$ cat src/rtl/synapse_accumulator.sv
// Leaky integrate-and-fire neuron that scans a 16x8 weight memory
// and accumulates the weights of active synapses once per start.
module synapse_accumulator #(
    parameter logic signed [11:0] THRESHOLD  = 12'sd100,
    parameter int                 LEAK_SHIFT = 3,
    parameter logic signed [11:0] V_RESET    = 12'sd0
) (
    input  logic               clk,
    input  logic               rst_n,
    input  logic               start,
    input  logic [15:0]        spike_in,
    input  logic [7:0]         packet,
    output logic [3:0]         addr,
    output logic               busy,
    output logic               done,
    output logic               spike_out,
    output logic signed [11:0] potential
);

    typedef enum logic [1:0] {
        IDLE,
        LEAK,
        ACCUM,
        FIRE
    } state_t;

    state_t             state;
    logic [15:0]        spk_q;
    logic [3:0]         cnt;
    logic signed [12:0] sum;
    logic signed [11:0] sat;
    logic signed [11:0] leaked;

    assign busy = (state != IDLE);
    assign addr = (state == ACCUM) ? cnt : 4'd0;

    always_comb begin
        sum = {potential[11], potential}
            + {{5{packet[7]}}, packet};
        sat = sum[11:0];
        if (sum > 13'sd2047) begin
            sat = 12'sd2047;
        end else if (sum < -13'sd2048) begin
            sat = -12'sd2048;
        end
    end

    // Cannot overflow: the shifted term never exceeds half the magnitude.
    assign leaked = potential - (potential >>> LEAK_SHIFT);

    always_ff @(posedge clk or negedge rst_n) begin
        if (!rst_n) begin
            state     <= IDLE;
            spk_q     <= '0;
            cnt       <= '0;
            done      <= 1'b0;
            spike_out <= 1'b0;
            potential <= '0;
        end else begin
            done      <= 1'b0;
            spike_out <= 1'b0;
            unique case (state)
                IDLE: begin
                    if (start) begin
                        spk_q <= spike_in;
                        cnt   <= '0;
                        state <= LEAK;
                    end
                end
                LEAK: begin
                    potential <= leaked;
                    state     <= ACCUM;
                end
                ACCUM: begin
                    if (spk_q[cnt]) begin
                        potential <= sat;
                    end
                    cnt <= cnt + 4'd1;
                    if (cnt == 4'd15) begin
                        state <= FIRE;
                    end
                end
                FIRE: begin
                    done <= 1'b1;
                    if (potential >= THRESHOLD) begin
                        spike_out <= 1'b1;
                        potential <= V_RESET;
                    end
                    state <= IDLE;
                end
                default: state <= IDLE;
            endcase
        end
    end

endmodule

$ cat config.mk
export PLATFORM = sky130hd
export DESIGN_NAME = synapse_accumulator
export DESIGN_NICKNAME = d
export VERILOG_FILES = /design/src/rtl/synapse_accumulator.sv
export SDC_FILE = /design/constraint.sdc
export NUM_CORES = 1
export LEC_CHECK = 0
export ABC_AREA = 1
export CAP_MARGIN = 20
export CORE_ASPECT_RATIO = 0.5
export CORE_MARGIN = 4
export CORE_UTILIZATION = 50
export DETAILED_ROUTE_END_ITERATION = 10
export DONT_BUFFER_PORTS = 1
export PLACE_DENSITY_LB_ADDON = 0.25
export SKIP_CTS_REPAIR_TIMING = 1
export SLEW_MARGIN = 20
export SYNTH_ARGS = -nofsm -noshare
export SYNTH_HDL_FRONTEND = slang
export SYNTH_SLANG_ARGS = --single-unit
$ cat constraint.sdc
create_clock -name clk -period 3.1 [get_ports clk]
set_clock_uncertainty 0.1 [all_clocks]
set_input_delay 0.155 -clock clk [delete_from_list [all_inputs] [get_ports clk]]
set_output_delay 0.155 -clock clk [all_outputs]
set_load 0.03 [all_outputs]
== After elaboration in Yosys (flattened, before gate mapping) ==
Cells that the tools add are included.
Word-level totals
  bits in registers: 36
  input bits: 27
  output and inout port bits: 19
Cells by class
  $add $sub $neg: 3
  magnitude comparators: 4
  eq/ne operators: 8
  multiplexer cells: 16
  reductions and logical operators: 8
Operator list (count)
  two-way mux 12 bit: 4
  case mux 12 bit (3 select lines): 1
  adder 12 x 8 -> 13 bit: 1
  greater-than comparator 13 x 12 -> 1 bit, second input constant: 1
  < comparator 13 x 12 -> 1 bit, second input constant: 1
  >= comparator 12 x 8 -> 1 bit, second input constant: 1
  subtractor 12 x 9 -> 12 bit: 1
  two-way mux 4 bit: 2
  case mux 2 bit (4 select lines): 1
  case mux 4 bit (2 select lines): 1
  AND reduction 2 bit: 3
  < comparator 4 x 5 -> 1 bit, second input constant: 1
  adder 4 x 1 -> 4 bit, second input constant: 1
  binary-select mux 1 bit (select 4 bit): 1
  equality test 2 bit, second input constant: 2
  equality test 4 bit, second input constant: 1
  two-way mux 1 bit: 4
  two-way mux 2 bit: 2
  inequality test 2 x 1 -> 1 bit, second input constant: 2
  inequality test 2 bit, second input constant: 2
  nonzero test 2 bit: 2
  AND reduction 3 bit: 1
  nonzero test 3 bit: 1
  equality test 2 x 1 -> 1 bit, second input constant: 1
  zero test 2 bit: 1

== Depth between registers and ports, before layout ==
Gate-level depths: netlist (run 1).
  depth after elaboration: 6
  depth in mapped cells: 16

== Least setup slack after synthesis (run 1) ==
Ideal clock, no wire load.
  path type: register to register
  from: register potential[0]
  to: register potential[3]
  arrival: 2229 ps
  data required time: 2922 ps
  setup slack: 693 ps
  stages on the path, launching flop included: 14
  buffers on the path: 0
  clock period less this slack: 2407 ps
  path through: dfrtp_1 > ha_1 > inv_1 > fa_1 > nand3b_1 > nand2_1 > nand3_1 > nand3_1 > nand2_1 > nand2_1 > inv_1 > a21oi_2 > nand2_1 > a21boi_1
On the way
  longest elaborated chain between the ends: 6
  elaborated cells on any way between the ends: 11
  those cells by class: add/sub: 2; order compare: 3; eq/ne: 1; mux: 4; reduce/logical: 1
RTL lines
  start: declaration: RTL line 17  | output logic signed [11:0] potential
  start signal: assignment: RTL line 71  | potential <= leaked;
  start signal: assignment: RTL line 76  | potential <= sat;
  adder 12 x 8 -> 13 bit: RTL line 39  | + {{5{packet[7]}}, packet};
  < comparator 13 x 12 -> 1 bit: RTL line 43  | end else if (sum < -13'sd2048) begin
  two-way mux 12 bit: RTL line 43
  two-way mux 12 bit: RTL line 41  | if (sum > 13'sd2047) begin
  two-way mux 12 bit: RTL line 75  | if (spk_q[cnt]) begin
  case mux 12 bit (3 select lines): RTL line 62  | unique case (state)
Several ways; a longest one is shown, not always the timed one. The select of a mux whose other input is x is not followed.
A chain may end at the register's enable or synchronous reset.

== Worst setup path after layout (run 1) ==
  from: register potential[0]
  to: register potential[6]
The elaborated chain is that of the path after synthesis.

==> results of run 1 <==
==> worst paths after layout <==
kind,from,endpoint,depth (start not counted)
worst max-delay path,potential[0],potential[6],13
worst min-delay path,start,cnt[0],3
worst max register to register,potential[0],potential[6],13
worst min register to register,spk_q[10],spk_q[10],2
max in group asynchronous,rst_n,cnt[1],2
min in group asynchronous,rst_n,potential[7],2
==> cells in the final DEF (no fill, tap or decap), types with 2 or more instances in the layout <==
| master | count |
|---|---|
| a21boi_1 | 4 |
| a21boi_2 | 2 |
| a21oi_1 | 24 |
| a31oi_1 | 4 |
| buf_4 | 2 |
| clkbuf_16 | 5 |
| clkinv_1 | 2 |
| dfrtp_1 | 36 |
| dlygate4sd3_1 | 17 |
| fa_1 | 2 |
| ha_1 | 28 |
| inv_1 | 68 |
| inv_2 | 4 |
| nand2_1 | 180 |
| nand2_2 | 2 |
| nand3_1 | 36 |
| nand3b_1 | 2 |
| nand4_1 | 6 |
| nor2_1 | 36 |
| nor3_1 | 6 |
| o21ai_0 | 15 |
| xnor2_1 | 4 |
| xor2_1 | 5 |
==> flip-flops by register name (all words and copies together) (netlist names) <==
| signal | flops |
|---|---|
| spk_q | 16 |
| potential | 12 |
| cnt | 4 |
| state | 2 |
| done | 1 |
| spike_out | 1 |
==> area by class of cell <==
type,instances,share of cell area [%]
clock buffer,5,3.50
clock inverter,3,1.19
inverter,74,7.77
multi-input combinational,367,53.5
sequential,36,25.2
tap,88,3.08
timing repair buffer,20,5.74
==> logic make-up (layout without fill, tap and decap cells) <==
family                     count (synthesis)  after routing  share of synthesized area [%]
and+or+nand+nor                          271            271                           35.5
buffers and inverters                     80            102                           10.1
AOI/OAI and AO/OA                         57             57                           10.7
DFF                                       36             36                           28.8
adders and majority gates                 30             30                           12.5
xor gates and xnor gates                   9              9                           2.52
==> worst max-delay path, delay by kind of cell (launching register included) <==
family                     cells  cell delay (ns)
adders and majority gates      2             0.66
buffers and inverters          2             0.14
and+or+nand+nor                7             0.74
AOI/OAI and AO/OA              2             0.39
DFF                            1             0.56
==> layer usage <==
metal	track usage (%)	vias up
li1	-	1576
met1	28.0	1354
met3	4.69	10
met4	5.42	0
met2	32.4	68
met5	0	-
==> through the flow <==
step                setup slack [ns]  hold WS [ns]  util [%]  area, µm²
floorplan                      0.693        -0.241         -       3130
global placement               0.495        -0.240      53.1       3220
detailed placement             0.449        -0.240      53.1       3220
CTS                            0.419        -0.543      55.9       3380
global route                   0.186        0.0698      59.0       3570
finish                         0.429        0.0402      59.0       3570
==> results.json, run 1 <==
{
  "start_util_pct": 51.7,
  "viasPerCell": 5.07,
  "worstSetupPathType": "reg2reg",
  "grt_overflow_total": 0,
  "die_x_um": 120,
  "fillCellCount": 602,
  "cpMostUsedCell": "nand2_1",
  "ant_nets": 0,
  "grt.total_usage_pct": 20.4,
  "synth.most_common_cell": "nand2_1",
  "synth.ff_latch_count": 36,
  "synth-async-reset-ratio_pct": 100,
  "grt_setup_unrepaired": "false",
  "cts-root-buf": "clkbuf_16",
  "max_slew_margin_pct": 64.1,
  "tns_ns": 0,
  "drv_slew": 0,
  "yosysSeqAreaShare_pct": 28.8,
  "critPathRequiredTime_ns": 3.21,
  "rows": 20,
  "synth-edff-count": 0,
  "wl_um": 7730,
  "clock_path_buffers": 2,
  "grt_pass1_vias": 2733,
  "hold_violations": 0,
  "wire_per_inst_um": 13.0,
  "yosys-top-cells-area": "dfrtp_1, nand2_1, ha_1",
  "period_share_pct": 86.2,
  "synth_flop_cell": "dfrtp_1",
  "gp_congestion": 0.917,
  "final_nets": 561,
  "num_vias": 3008,
  "cap_violations": 0,
  "cts.htree.levels": 2,
  "m1WireLength_um": 3670,
  "critPathMaxFanout": 6,
  "crit_slowest_cell": "dfrtp_1",
  "syn_area_per_cell_um2": 6.48,
  "worstHoldPathType": "in2reg",
  "ioPinCount": 46,
  "grt_max_degree": 37,
  "synth_common_cells": "nand2_1, inv_1, dfrtp_1, nand3_1, nor2_1",
  "crit_arrival_ns": 2.78,
  "start_kind": "flip-flop",
  "cts_tree": "built",
  "drive_gt1_share_pct": 4.36,
  "numCtsBuffers": 5,
  "die_h_um": 63.9,
  "drt_iter0_drc": 124,
  "ys_warn_count": 0,
  "status": "finished clean",
  "n_antenna_cell": 0,
  "r2r_setup_slack_ns": 0.43,
  "core_um2": 6060,
  "crit_path_end_kind": "flip-flop",
  "clkSinkCount": 36,
  "synthesis.area_um2": 3130,
  "met2_length_um": 3510,
  "synth_top_area_share_pct": 28.8,
  "drc": 0,
  "io_buffers": 0,
  "antenna_found_initial": 0,
  "cp_cell_sequence": "ha_1 > inv_1 > fa_1 > nand3b_1 > nand2_1 > nand3_1 > nand3_1 > nand2_1 > nand2_1 > inv_1 > a21oi_2 > nand2_1 > a21boi_1",
  "regArea_um2": 901,
  "worst_pin_slew_ns": 0.538,
  "area_growth_pct": 14.2,
  "clkLatencyLatePin_ns": 0.28,
  "final_cells": 593,
  "grt_pass1_wl_um": 12600,
  "die_area_um2": 7670,
  "top_layer_used": "met4",
  "multi_input_area_um2": 1910,
  "fmaxAchievable_mhz": 374,
  "hpwl_um": 5850,
  "wl_met3_um": 463,
  "fin_crit_ns": 2.67,
  "firstDrtPassIters": 4,
  "synth_largest_area_cell": "dfrtp_1",
  "slowest_delay_ns": 0.56,
  "yosysUniqueCellTypes": 33,
  "synthCells": 483,
  "setup_viol_count_final": 0,
  "dp.cells": 567,
  "syn_nets": 540,
  "clk_pin_slew_ns": 0.06
}
Power of run 1 is not shown: default switching activity piles up to over one toggle a cycle in this logic, so the estimate is an artifact.
==> run 2: changes to the inputs <==
Settings changed: CTS_CLUSTER_SIZE from default to 8, HOLD_SLACK_MARGIN from default to 0.12.
==> results.json, run 2 (synthesis results as in run 1) <==
{
  "status": "finished clean",
  "cts-root-buf": "clkbuf_16",
  "grt_pass1_wl_um": 12600,
  "worst_pin_slew_ns": 0.542,
  "max_slew_margin_pct": 63.8,
  "clock_path_buffers": 2,
  "setup_slack_ns": 0.440,
  "wl_um": 7760,
  "firstDrtPassIters": 5,
  "dp_slack_ns": 0.449,
  "core_um2": 6060,
  "grt_overflow_total": 0,
  "antenna_found_initial": 0,
  "io_buffers": 0,
  "drt_iter0_drc": 105,
  "die_h_um": 63.9,
  "grt.total_usage_pct": 20.4,
  "clk_pin_slew_ns": 0.06,
  "crit_path_end_kind": "flip-flop",
  "wire_per_inst_um": 13.1,
  "cts.htree.levels": 2,
  "viasPerCell": 5.06,
  "fmaxAchievable_mhz": 376,
  "n_antenna_cell": 0,
  "rows": 20,
  "worstHoldPathType": "in2reg",
  "regMostFlops": "spk_q",
  "start_util_pct": 51.7,
  "cap_violations": 0,
  "layout_common_cells": "nand2_1, inv_1, nor2_1, nand3_1, dfrtp_1",
  "tns_ns": 0,
  "drc": 0,
  "worstSetupPathType": "reg2reg",
  "fin_crit_ns": 2.66,
  "numCtsBuffers": 5,
  "area_growth_pct": 14.6,
  "dp.cells": 567,
  "hold_violations": 0,
  "hpwl_um": 5850,
  "die_area_um2": 7670,
  "period_share_pct": 85.8,
  "clkSinkCount": 36,
  "crit_arrival_ns": 2.77,
  "grt_pass1_vias": 2733,
  "ant_nets": 0,
  "final_common_cell": "nand2_1",
  "setup_viol_count_final": 0,
  "ioPinCount": 46,
  "num_vias": 3004,
  "final_cells": 594,
  "reg_top3": "spk_q x16, potential x12, cnt x4",
  "final_nets": 562,
  "drv_slew": 0,
  "die_x_um": 120,
  "cts_tree": "built",
  "grt_setup_unrepaired": "false",
  "grt_max_degree": 37,
  "clkLatencyLatePin_ns": 0.28,
  "start_kind": "flip-flop",
  "largest_register_ffs": 16,
  "critPathMaxFanout": 6,
  "gp_congestion": 0.917,
  "drive_gt1_share_pct": 4.35,
  "critPathRequiredTime_ns": 3.21
}
## run 2: changes by cell type in the layout (fill, tap and decap cells not counted)
cell | before | now
dlygate4sd3_1 | 17 | 18
## run 2: critical path: stages, from the launching register on
cell and delay (ns):
dfrtp_1 0.56, ha_1 0.27, inv_1 0.06, fa_1 0.39, nand3b_1 0.17, nand2_1 0.14
nand3_1 0.11, nand3_1 0.08, nand2_1 0.05, nand2_1 0.09, inv_1 0.08, a21oi_2 0.24
nand2_1 0.09, a21boi_1 0.15
## run 2: layout make-up
class / instances / area (µm²)
multi-input combinational: 367 / 1910
tap: 88 / 110
clock buffer: 5 / 125
clock inverter: 3 / 42.5
inverter: 74 / 278
sequential: 36 / 901
timing repair buffer: 21 / 215
fill: 599 / 2470
## run 2: worst paths after layout
path                       depth (start not counted)          from  slack [ns]            to
max                                               13  potential[0]        0.44  potential[6]
min                                                5     packet[0]        0.17  potential[0]
max reg2reg                                       13  potential[0]        0.44  potential[6]
min reg2reg                                        2     spk_q[10]        0.38     spk_q[10]
max in group asynchronous                          2         rst_n        2.48        cnt[1]
min in group asynchronous                          2         rst_n        0.21  potential[7]
## run 2: through the flow
step                util, %  area (µm²)  hold slack (ns)
floorplan                 -        3130           -0.241
global placement       53.1        3220           -0.240
detailed placement     53.1        3220           -0.240
CTS                    55.9        3380           -0.543
global route           59.2        3580            0.204
finish                 59.2        3580            0.168
## run 2: per-layer routing
metal / wire length [µm] / track usage (%) / up-vias / share of wire (%)
met2: 3530 / 32.4 / 68 / 46
met5: 0 / 0 / - / 0
met4: 85 / 5.42 / 0 / 1.1
met1: 3650 / 28.0 / 1349 / 47
li1: - / - / 1577 / -
met3: 488 / 4.69 / 10 / 6.3
Power of run 2 is left out for the same reason.
